<file path="src/rtl/mic_pkg.sv">
// Shared definitions for the PDM microphone record/playback controller:
// the FSM state type, the sample-count width and the default parameters.
package mic_pkg;

  localparam int unsigned CNT_W          = 16;
  localparam int unsigned CLK_DIV_DEF    = 50;
  localparam int unsigned SAMPLE_MAX_DEF = 1024;

  typedef enum logic [1:0] {
    IDLE = 2'd0,
    REC  = 2'd1,
    PLAY = 2'd2,
    DONE = 2'd3
  } state_t;

endpackage

</file>
<file path="src/rtl/mic_rec_ctrl_if.sv">
// Control/status bundle between the recorder controller and its user.
//   start_rec, start_play, stop : run requests (user -> controller)
//   full, empty                 : sample buffer status (user -> controller)
//   mic_clk                     : PDM microphone clock
//   wr, rd                      : sample buffer write/read strobes
//   busy, done, count           : run status and samples transferred
interface mic_rec_ctrl_if;
  import mic_pkg::*;

  logic             start_rec;
  logic             start_play;
  logic             stop;
  logic             full;
  logic             empty;
  logic             mic_clk;
  logic             wr;
  logic             rd;
  logic             busy;
  logic             done;
  logic [CNT_W-1:0] count;

  modport master (
    output start_rec, start_play, stop, full, empty,
    input  mic_clk, wr, rd, busy, done, count
  );

  modport slave (
    input  start_rec, start_play, stop, full, empty,
    output mic_clk, wr, rd, busy, done, count
  );

endinterface

</file>
<file path="src/rtl/mic_clk_gen.sv">
// Free-running microphone clock divider.
//   clk, reset : system clock, async active-low reset
//   mic_clk    : toggles every CLK_DIV clk cycles (period 2*CLK_DIV)
//   tick       : one-cycle strobe, high in the first cycle mic_clk is 1
module mic_clk_gen #(
  parameter int unsigned CLK_DIV = 2
) (
  input  logic clk,
  input  logic reset,
  output logic mic_clk,
  output logic tick
);

  localparam int unsigned       DIV_W = $clog2(CLK_DIV);
  localparam logic [DIV_W-1:0]  TERM  = DIV_W'(CLK_DIV - 1);

  logic [DIV_W-1:0] div_cnt;
  logic             at_term;

  assign at_term = (div_cnt == TERM);

  // Divider, clock toggle and rising-edge strobe share the same terminal count.
  always_ff @(posedge clk or negedge reset) begin
    if (!reset) begin
      div_cnt <= '0;
      mic_clk <= 1'b0;
      tick    <= 1'b0;
    end else begin
      div_cnt <= at_term ? '0 : div_cnt + DIV_W'(1);
      if (at_term) mic_clk <= ~mic_clk;
      tick <= at_term && !mic_clk;
    end
  end

endmodule

</file>
<file path="src/rtl/mic_rec_ctrl.sv">
// Record/playback controller for a PDM microphone sample buffer.
//   clk, reset : system clock, async active-low reset
//   bus        : requests and buffer status in; mic_clk, wr/rd strobes,
//                busy, done and sample count out (all registered)
module mic_rec_ctrl
  import mic_pkg::*;
#(
  parameter int unsigned CLK_DIV    = CLK_DIV_DEF,
  parameter int unsigned SAMPLE_MAX = SAMPLE_MAX_DEF
) (
  input  logic           clk,
  input  logic           reset,
  mic_rec_ctrl_if.slave  bus
);

  localparam logic [CNT_W-1:0] SMAX = CNT_W'(SAMPLE_MAX);

  state_t           state, state_d;
  logic             tick;
  logic             wr_d, rd_d, busy_d, done_d;
  logic [CNT_W-1:0] count_d, count_inc;

  mic_clk_gen #(.CLK_DIV(CLK_DIV)) u_clk_gen (
    .clk     (clk),
    .reset   (reset),
    .mic_clk (bus.mic_clk),
    .tick    (tick)
  );

  // Saturating increment: count never wraps past SAMPLE_MAX.
  assign count_inc = (bus.count == SMAX) ? bus.count : bus.count + CNT_W'(1);

  // State and registered outputs.
  always_ff @(posedge clk or negedge reset) begin
    if (!reset) begin
      state     <= IDLE;
      bus.wr    <= 1'b0;
      bus.rd    <= 1'b0;
      bus.busy  <= 1'b0;
      bus.done  <= 1'b0;
      bus.count <= '0;
    end else begin
      state     <= state_d;
      bus.wr    <= wr_d;
      bus.rd    <= rd_d;
      bus.busy  <= busy_d;
      bus.done  <= done_d;
      bus.count <= count_d;
    end
  end

  // Next state and next output values; stop beats a coincident tick.
  always_comb begin
    state_d = state;
    wr_d    = 1'b0;
    rd_d    = 1'b0;
    count_d = bus.count;
    case (state)
      IDLE: begin
        if (bus.start_rec) begin
          state_d = REC;
          count_d = '0;
        end else if (bus.start_play) begin
          state_d = PLAY;
          count_d = '0;
        end
      end
      REC: begin
        if (bus.stop || bus.full) begin
          state_d = DONE;
        end else if (tick) begin
          wr_d    = 1'b1;
          count_d = count_inc;
          if (count_inc == SMAX) state_d = DONE;
        end
      end
      PLAY: begin
        if (bus.stop || bus.empty) begin
          state_d = DONE;
        end else if (tick) begin
          rd_d    = 1'b1;
          count_d = count_inc;
          if (count_inc == SMAX) state_d = DONE;
        end
      end
      DONE:    state_d = IDLE;
      default: state_d = IDLE;
    endcase
    busy_d = (state_d == REC) || (state_d == PLAY);
    done_d = (state_d == DONE);
  end

endmodule

</file>
<file path="src/flat_wrapper.sv">
// flat-port wrapper written by rule: the top's interface ports become plain ports
module mic_rec_ctrl_flat import mic_pkg::*;
#(
  parameter int unsigned CLK_DIV    = CLK_DIV_DEF,
  parameter int unsigned SAMPLE_MAX = SAMPLE_MAX_DEF
)
  (clk, reset, bus_start_rec, bus_start_play, bus_stop, bus_full, bus_empty, bus_mic_clk, bus_wr, bus_rd, bus_busy, bus_done, bus_count);
  mic_rec_ctrl_if bus_i ();
  input  logic clk;
  input  logic reset;
  input wire logic [$bits(bus_i.start_rec)-1:0] bus_start_rec;
  input wire logic [$bits(bus_i.start_play)-1:0] bus_start_play;
  input wire logic [$bits(bus_i.stop)-1:0] bus_stop;
  input wire logic [$bits(bus_i.full)-1:0] bus_full;
  input wire logic [$bits(bus_i.empty)-1:0] bus_empty;
  output wire logic [$bits(bus_i.mic_clk)-1:0] bus_mic_clk;
  output wire logic [$bits(bus_i.wr)-1:0] bus_wr;
  output wire logic [$bits(bus_i.rd)-1:0] bus_rd;
  output wire logic [$bits(bus_i.busy)-1:0] bus_busy;
  output wire logic [$bits(bus_i.done)-1:0] bus_done;
  output wire logic [$bits(bus_i.count)-1:0] bus_count;
  assign bus_i.start_rec = bus_start_rec;
  assign bus_i.start_play = bus_start_play;
  assign bus_i.stop = bus_stop;
  assign bus_i.full = bus_full;
  assign bus_i.empty = bus_empty;
  assign bus_mic_clk = bus_i.mic_clk;
  assign bus_wr = bus_i.wr;
  assign bus_rd = bus_i.rd;
  assign bus_busy = bus_i.busy;
  assign bus_done = bus_i.done;
  assign bus_count = bus_i.count;
  mic_rec_ctrl #(.CLK_DIV(CLK_DIV), .SAMPLE_MAX(SAMPLE_MAX)) u_core (.clk(clk), .reset(reset), .bus(bus_i));
endmodule
</file>
<file path="config.mk">
export PLATFORM = sky130hd
export DESIGN_NAME = mic_rec_ctrl_flat
export DESIGN_NICKNAME = d
export VERILOG_FILES = /design/src/rtl/mic_pkg.sv /design/src/rtl/mic_rec_ctrl_if.sv /design/src/rtl/mic_clk_gen.sv /design/src/rtl/mic_rec_ctrl.sv /design/src/flat_wrapper.sv
export SDC_FILE = /design/constraint.sdc
export NUM_CORES = 1
export LEC_CHECK = 0
export CAP_MARGIN = 40
export CORE_UTILIZATION = 50
export CTS_CLUSTER_SIZE = 30
export DETAILED_ROUTE_END_ITERATION = 8
export GPL_TIMING_DRIVEN = 0
export PLACE_DENSITY_LB_ADDON = 0.25
export SYNTH_ARGS = -nofsm -noshare
export SYNTH_HDL_FRONTEND = slang
export SYNTH_SLANG_ARGS = --single-unit
</file>
<file path="constraint.sdc">
create_clock -name clk -period 6.2 [get_ports clk]
set_input_delay 0.62 -clock clk [delete_from_list [all_inputs] [get_ports clk]]
set_output_delay 0.62 -clock clk [all_outputs]
set_load 0.02 [all_outputs]
</file>
# == Word level (Yosys, flattened, before mapping) ==
# Cells that the tools add are included.
# classes
addsub,2
n_eq_ne,12
muxes,20
n_bitwise,1
n_reduce_logical,8
# op_table
op,count
$mux 16,6
$pmux 16 s3,1
$eq 16x11->1 const B,2
$add 16x1->16 const B,1
$mux 2,6
$eq 2x2->1 const B,4
$pmux 2 s4,1
$add 6x1->6 const B,1
$eq 6x6->1 const B,1
$mux 6,1
$mux 1,5
$eq 2x1->1 const B,2
$ne 2x2->1 const B,2
$reduce_and 4->1,1
$logic_or 1x1->1,3
$ne 3x3->1 const B,1
$reduce_bool 3->1,1
$logic_not 2->1,1
$logic_and 1x1->1,1
$logic_not 1->1,1
$not 1->1,1
# word_totals
regBits,30
in_bits,7
out_inout_bits,21
wordCells,52

# == Depth between registers and ports, before layout ==
# Gate-level depths: netlist of run 1.
# logic_depth
ltp_word,9
ltp_mapped,8
depth_no_buf,8

# == Cells and area by module ==
# A second synthesis of run 1 with hierarchy kept.
# hier_totals
hier_cells,206
hier_area_um2,1921.8
# modules_own_cells
module,instances,cells_per_inst,area_each_um2,seq_area_each_um2
mic_rec_ctrl,1,177,1559.0,550.5
mic_clk_gen,1,29,362.8,200.2

# == Worst setup path before layout of run 1 ==
# Ideal clock, no wire load.
# synth_timing
path_kind,register -> register
startpoint,register u_core.bus.count[0]
endpoint,register u_core.bus.busy
setup_time_ps,126
t_arrival_ps,2174
t_required_ps,6074
path_slack_ps,3900
stages_incl_launch_ff,9
cell_sequence,dfrtp_1 > ha_1 > and3_1 > buf_6 > or3_1 > a22oi_2 > o2111ai_2 > o21ai_1 > ha_1
# synth_via
elab_chain_len,9
# synth_lines
element,line,rtl
from (decl),mic_rec_ctrl_if.sv:29,"output mic_clk, wr, rd, busy, done, count"
from (signal assigned),mic_rec_ctrl.sv:48,bus.count <= count_d;
$add 16x1->16 / $eq 16x11->1 (equally long branches),mic_rec_ctrl.sv:31,assign count_inc = (bus.count == SMAX) ? bus.count : bus.count + CNT_W'(1);
$mux 16 (*),mic_rec_ctrl.sv:31,
$eq 16x11->1 (*),"mic_rec_ctrl.sv:74, mic_rec_ctrl.sv:83",
$mux 2 (*),"mic_rec_ctrl.sv:74, mic_rec_ctrl.sv:83",
$mux 2 (*),mic_rec_ctrl.sv:71,end else if (tick) begin
"$mux 2, on equally long branches","mic_rec_ctrl.sv:78, mic_rec_ctrl.sv:69",
$pmux 2 s4 (*),mic_rec_ctrl.sv:58,case (state)
via u_core.state_d[0],mic_rec_ctrl.sv:18,"state_t state, state_d;"
$eq 2x1->1 / $eq 2x2->1 (equally long branches),mic_rec_ctrl.sv:89,busy_d = (state_d == REC) || (state_d == PLAY);
$logic_or 1x1->1 (*),mic_rec_ctrl.sv:89,
via u_core.busy_d,mic_rec_ctrl.sv:20,"logic wr_d, rd_d, busy_d, done_d;"
to (signal assigned),mic_rec_ctrl.sv:46,bus.busy <= busy_d;
to (decl),mic_rec_ctrl_if.sv:29,
# Mark *: on every way through the listed nets, which the timed path passes. The rest lies on a longest branch.
# A chain may end at the register's enable or synchronous reset.

# == Final worst setup path of run 1 ==
# Same ends and word-level chain as after synthesis.

==> results.sh, run 1 <==
export IMPL_rr_startpoint="u_core.bus.count[0]"
export IMPL_netlist_area_leader_share_pct=39.0
export IMPL_synth_fp_nets=220
export IMPL_rsz0062_at_grt="no"
export IMPL_post_route_period_util_pct=39.3
export IMPL_antenna_found_initial=0
export IMPL_num_rows=22
export IMPL_drv_cap=0
export IMPL_hold_class="reg2reg"
export IMPL_timing_hold_violations_final=0
export IMPL_fillers=322
export IMPL_cts_setup_buffers=0
export IMPL_diodes=0
export IMPL_initial_core_util_pct=52.2
export IMPL_io_buffers=27
export IMPL_ys_seq_area_share_pct=39.0
export IMPL_grt_pass1_vias=1616
export IMPL_multi_input_area_sq_um=1080
export IMPL_fmax_ghz=0.410
export IMPL_grt_use_total_pct=24.1
export IMPL_synth_seq_cells=30
export IMPL_die_area_sq_um=4100
export IMPL_tns_ps=0
export IMPL_drv_slew=0
export IMPL_firstDrtPassIters=4
export IMPL_drt_wirelength_per_cell_um=15.3
export IMPL_finalCriticalPeriod_ps=2440
export IMPL_crit_fanout=8
export IMPL_clock_sinks=30
export IMPL_leakage_nw=0.954
export IMPL_worst_setup_path_start_kind="flop"
export IMPL_powerDensity_nw_per_um2=312
export IMPL_synth_area_sq_um=1930
export IMPL_worstPathRequired_ps=6370
export IMPL_startpoint="u_core.bus.count[0]"
export IMPL_ys_warn_count=0
export IMPL_die_w_um=64.1
export IMPL_worstSetupPathType="reg2reg"
export IMPL_detail_route_antenna_nets=0
export IMPL_ctsResizeCount=0
export IMPL_avgSynthCellArea_sq_um=9.44
export IMPL_fp_dieH_um=64.1
export IMPL_r2r_cells=8
export IMPL_synth_main_ff_cell="dfrtp_1"
export IMPL_drc=0
export IMPL_status="completed"
export IMPL_skew_ps=4.56
export IMPL_area_delta_synth_final_pct=22.7
export IMPL_ys_top_cells_by_area="dfrtp_1 39%, ha_1 5.8%, o21ai_0 4.9%"
export IMPL_cts_tree="yes"
export IMPL_grt_pass1_wl_um=7570
export IMPL_yosysMostFrequentCell="dfrtp_1"
export IMPL_drt_vias_per_instance=5.99
export IMPL_via_count=1724
export IMPL_r2r_slack_ps=3760
export IMPL_hold_buffers=0
export IMPL_seq_area_sq_um=751
export IMPL_r2r_end="u_core.bus.busy"
export IMPL_grt_overflow_total=0
export IMPL_synth_edf_count=0
export IMPL_drive_gt1_share_pct=10.8
export IMPL_finalPower_mw=0.736
export IMPL_numCtsBuffers=5
export IMPL_crit_arrival_ps=2610
export IMPL_synthArstFlopShare_pct=100
export IMPL_path_clk_slew_ps=60
export IMPL_io_pins=28
export IMPL_synth_commonest_cells="30 x dfrtp_1, 19 x o21ai_0, 16 x nor2_1, 11 x o31ai_1, 10 x nand3_1"
export IMPL_clock_latency_ps=280
export IMPL_setup_viol=0
export IMPL_synth_cell_type_count=56
export IMPL_ir_drop_mv=0.266
export IMPL_cts_root_buf="clkbuf_8"
export IMPL_nets=255
export IMPL_endpoint="u_core.bus.busy"
export IMPL_grt_max_degree=20
export IMPL_tightestPinTransition_ps=570
export IMPL_synth_largest_area_cell="dfrtp_1"
export IMPL_endpoint_kind="flop"
export IMPL_gp_congestion=0.867
export IMPL_maxSlewHeadroom_pct=61.9
export IMPL_clockBufferDepth=2
export IMPL_place_detailed_hpwl_um=3160
export IMPL_drt_iter0_drc=154
export IMPL_htreeDepth=2
export IMPL_core_area_sq_um=3690
export IMPL_synthCells=204
export IMPL_wirelength_um=4400
-- where the power goes --
part	internal, mW	switching (mW)	total, mW
clock	0.0893	0.0690	0.158
combinational	0.130	0.201	0.331
sequential	0.218	0.0287	0.247
total	0.437	0.299	0.736
-- routing by layer --
metal / GRT usage (%) / vias up / share of wire (%)
met5: 0 / - / 0
met4: 8.24 / 0 / 1.0
met3: 5.54 / 5 / 4.2
met2: 38.0 / 44 / 48
met1: 32.4 / 840 / 46
li1: - / 835 / -
-- state kept, by name, summed over array words and instances (netlist names) --
register / flops
u_core.state: 2
u_core.bus.count: 16
u_core.u_clk_gen.mic_clk: 1
u_core.u_clk_gen.div_cnt: 6
u_core.u_clk_gen.tick: 1
u_core.bus.done: 1
u_core.bus.busy: 1
u_core.bus.rd: 1
u_core.bus.wr: 1
-- area by class of cell --
| class | count | area share (%) |
|---|---|---|
| plain buffers | 11 | 2.65 |
| inverters | 9 | 1.43 |
| clock buffers | 7 | 3.65 |
| flip-flops and latches | 30 | 31.8 |
| repair buffers | 28 | 12.1 |
| clock inverters | 1 | 0.212 |
| multi-input cells | 154 | 45.7 |
| well taps | 48 | 2.54 |
-- stage by stage --
stage / setup slack, ps / util, % / area (sq um) / cells / hold WS (ps)
2_1_floorplan: 3900 / - / 1930 / 204 / 324
3_3_place_gp: 3620 / 61.2 / 2260 / 279 / 473
3_5_place_dp: 3620 / 61.6 / 2270 / 280 / 485
4_1_cts: 3760 / 64.0 / 2360 / 288 / 503
5_1_grt: 3600 / 64.0 / 2360 / 288 / 519
6_report: 3760 / 64.0 / 2360 / 288 / 499
-- layout by cell type (no fill, tap or decap), types with 3 or more instances in the layout --
cell,synthesis,layout
nor4_1,4,4
clkbuf_1,6,7
o21ai_0,19,19
ha_1,9,9
dfrtp_1,30,30
xor2_1,3,3
clkdlybuf4s50_1,0,27
a31oi_1,3,3
xnor2_1,4,4
inv_1,9,9
nand4_1,5,5
o21ai_1,4,4
nand3_1,10,10
a21oi_1,6,6
nor2_1,16,16
clkbuf_8,0,6
nand2b_1,3,3
nand2_1,8,8
o31ai_1,11,11
nor3_1,7,7
-- worst max-delay path: stages, from the launching register on --
cell and delay [ps]:
dfrtp_1 470, ha_1 320, and3_1 220, buf_6 130
or3_1 310, a22oi_2 190, o2111ai_2 200, o21ai_1 220
ha_1 250
-- how the worst min path moves through the flow --
stage                             startpoint                    end  slack (ps)  depth (start not counted)
finish              u_core.u_clk_gen.mic_clk  u_core.u_clk_gen.tick         500                          1
global route        u_core.u_clk_gen.mic_clk  u_core.u_clk_gen.tick         520                          1
CTS                 u_core.u_clk_gen.mic_clk  u_core.u_clk_gen.tick         500                          1
detailed placement  u_core.u_clk_gen.mic_clk  u_core.u_clk_gen.tick         490                          1
global placement    u_core.u_clk_gen.mic_clk  u_core.u_clk_gen.tick         470                          1
floorplan                              reset        u_core.bus.busy         320                          0
-- kinds of logic after synthesis --
kind of cell	after synthesis	synth area share, %
compound gates	61	21.9
simple gates	74	23.5
buf+inv	20	5.00
xor+xnor	7	3.18
flops	30	39.0
fa+ha+maj	9	5.85
mux	3	1.62
(Power assumes the default switching activity.)
==> run 2, diff against run 1 <==
--- a/config.mk
+++ b/config.mk
@@ -6,7 +6,7 @@
 export NUM_CORES = 1
 export LEC_CHECK = 0
 export CAP_MARGIN = 40
-export CORE_UTILIZATION = 50
+export CORE_UTILIZATION = 49
 export CTS_CLUSTER_SIZE = 30
 export DETAILED_ROUTE_END_ITERATION = 8
 export GPL_TIMING_DRIVEN = 0
==> constraint.sdc (replaced) <==
create_clock -name clk -period 2.1 [get_ports clk]
set_input_delay 0.21 -clock clk [delete_from_list [all_inputs] [get_ports clk]]
set_output_delay 0.21 -clock clk [all_outputs]
set_load 0.02 [all_outputs]
==> run 2 against run 1 <==
Compared with the run above: the flow now finishes with violations (setup timing); worst hold slack got worse by 150 ps; critical path depth decreased by 1; fmax increased by 14%; non-clock buffer count increased by 10; clock power increased to 3.7 times the previous value; register-to-register slack got worse by 3800 ps; flip-flop and latch count unchanged; final area increased by 9.2%; utilization increased by 5.4 points; setup slack got worse by 3800 ps; critical path type unchanged; largest cell class unchanged.
==> results.sh, run 2 (synthesized netlist as in run 1, its figures left out) <==
export IMPL_grt_overflow_total=0
export IMPL_largest_reg_flops=16
export IMPL_io_buffers=27
export IMPL_hold_buffers=0
export IMPL_crit_fanout=6
export IMPL_die_w_um=64.7
export IMPL_leakage_nw=1.06
export IMPL_seq_area_sq_um=754
export IMPL_p_switching_mw=0.988
export IMPL_clockBufferDepth=2
export IMPL_wirelength_um=4680
export IMPL_seqPwrFrac_pct=28.9
export IMPL_grt_pass1_wl_um=7700
export IMPL_cts_root_buf="clkbuf_8"
export IMPL_htreeDepth=2
export IMPL_layout_common_cells="27 x clkdlybuf4s50_1, 27 x dfrtp_1, 19 x o21ai_0"
export IMPL_drc=0
export IMPL_violations="setup timing"
export IMPL_p_sw_share_pct=39.3
export IMPL_worst_setup_path_start_kind="flop"
export IMPL_worstPathRequired_ps=2270
export IMPL_endpoint_kind="flop"
export IMPL_die_area_sq_um=4180
export IMPL_finalCriticalPeriod_ps=2140
export IMPL_grt_max_degree=18
export IMPL_drt_iter0_drc=149
export IMPL_skew_ps=5.55
export IMPL_clock_sinks=30
export IMPL_multi_input_area_sq_um=1180
export IMPL_powerDensity_nw_per_um2=974
export IMPL_setup_viol=1
export IMPL_gp_congestion=0.880
export IMPL_clock_latency_ps=290
export IMPL_top_regs="u_core.bus.count x16, u_core.u_clk_gen.div_cnt x6, u_core.state x2"
export IMPL_r2r_cells=7
export IMPL_clkPwrFrac_pct=23.2
export IMPL_status="finished with violations"
export IMPL_drv_cap=0
export IMPL_p_comb_share_pct=47.9
export IMPL_r2r_slack_ps=-40
export IMPL_regMostFlops="u_core.bus.count"
export IMPL_place_detailed_hpwl_um=3180
export IMPL_ir_drop_mv=0.681
export IMPL_fillers=298
export IMPL_worst_slack_ps=-38.1
export IMPL_via_count=1821
export IMPL_drive_gt1_share_pct=23.1
export IMPL_area_delta_synth_final_pct=33.9
export IMPL_finalCoreUtilization_pct=69.4
export IMPL_hold_class="in2async"
export IMPL_fmax_ghz=0.468
export IMPL_drt_wirelength_per_cell_um=15.7
export IMPL_initial_core_util_pct=51.8
export IMPL_r2r_end="u_core.bus.busy"
export IMPL_maxSlewHeadroom_pct=50.5
export IMPL_rsz0062_at_grt="yes"
export IMPL_nets=266
export IMPL_num_rows=22
export IMPL_numCtsBuffers=5
export IMPL_grt_use_total_pct=24.5
export IMPL_core_area_sq_um=3720
export IMPL_tightestPinTransition_ps=740
export IMPL_worstSetupPathType="reg2reg"
export IMPL_path_clk_slew_ps=70
export IMPL_internal_power_mw=1.52
export IMPL_timing_hold_violations_final=0
export IMPL_diodes=0
export IMPL_post_route_period_util_pct=102
export IMPL_fp_dieH_um=64.7
export IMPL_rr_startpoint="u_core.bus.count[0]"
export IMPL_detail_route_antenna_nets=0
export IMPL_io_pins=28
export IMPL_drt_vias_per_instance=6.09
export IMPL_firstDrtPassIters=4
export IMPL_antenna_found_initial=0
export IMPL_crit_arrival_ps=2310
export IMPL_grt_pass1_vias=1663
export IMPL_cts_tree="yes"
export IMPL_drv_slew=0
export IMPL_tns_ps=-38.1
export IMPL_dp_slack_ps=-165
run 2: changes by cell type in the layout (fill, tap and decap cells not counted), sizes merged:
| cell | previous run | this run |
|---|---|---|
| buf | 5 | 17 |
| bufinv | 0 | 1 |
| nand4 | 7 | 8 |
| clkbuf | 14 | 10 |
| clkinv | 1 | 2 |
run 2: metal layers:
layer	track usage, %	vias up	part of all wire (%)	routed length (um)
li1	-	860	-	-
met2	40.7	63	49	2280
met1	30.4	889	44	2080
met5	0	-	0	0
met4	11.1	0	1.9	89
met3	5.28	9	4.9	230
run 2: how the worst max path moves through the flow:
| stage | start | depth (start not counted) | endpoint | slack (ps) |
|---|---|---|---|---|
| final | u_core.bus.count[0] | 7 | u_core.bus.busy | -40 |
| after global placement | u_core.bus.count[1] | 8 | u_core.bus.busy | -130 |
| after floorplan | u_core.bus.count[1] | 8 | u_core.bus.busy | -8 |
| after detailed placement | u_core.bus.count[0] | 8 | u_core.bus.busy | -170 |
| after global routing | u_core.bus.count[0] | 8 | u_core.bus.busy | -150 |
| after CTS | u_core.bus.count[0] | 7 | u_core.bus.busy | -40 |
run 2: repair_timing:
action / CTS / global route
hold endpoints to repair: 0 / 0
resized for setup: 7 / 14
gates cloned: 0 / 1
setup endpoints to repair: 12 / 13
buffers inserted: 8 / 4
pin swaps: 8 / 6
run 2: cell type report:
class | instances | area share [%]
plain buffers | 9 | 1.99
clock buffers | 5 | 2.67
clock inverters | 3 | 1.55
inverters | 9 | 1.31
multi-input cells | 155 | 45.7
flip-flops and latches | 30 | 29.3
well taps | 48 | 2.33
repair buffers | 40 | 15.2
run 2: worst max-delay path, stage by stage (launching register included):
cell and delay (ps):
dfrtp_2 440, ha_4 190, and3_4 200, or3_4 370, a22oi_2 190, o2111ai_2 210
o21ai_2 190, ha_1 240
run 2: power groups by stage:
stage	clock network, mW	registers, mW	logic [mW]
3_3_place_gp	0	0.746	0.961
2_1_floorplan	0	0.778	0.628
4_1_cts	0.589	0.722	1.11
5_1_grt	0.613	0.733	1.33
6_report	0.583	0.725	1.20
3_5_place_dp	0	0.750	0.987
run 2: metrics by stage:
stage	hold WS (ps)	cells	cell area, sq um	power, mW
3_5_place_dp	468	280	2300	1.74
6_report	354	299	2580	2.51
2_1_floorplan	-85.6	204	1940	1.41
4_1_cts	375	295	2480	2.42
3_3_place_gp	465	279	2270	1.71
5_1_grt	409	299	2580	2.68
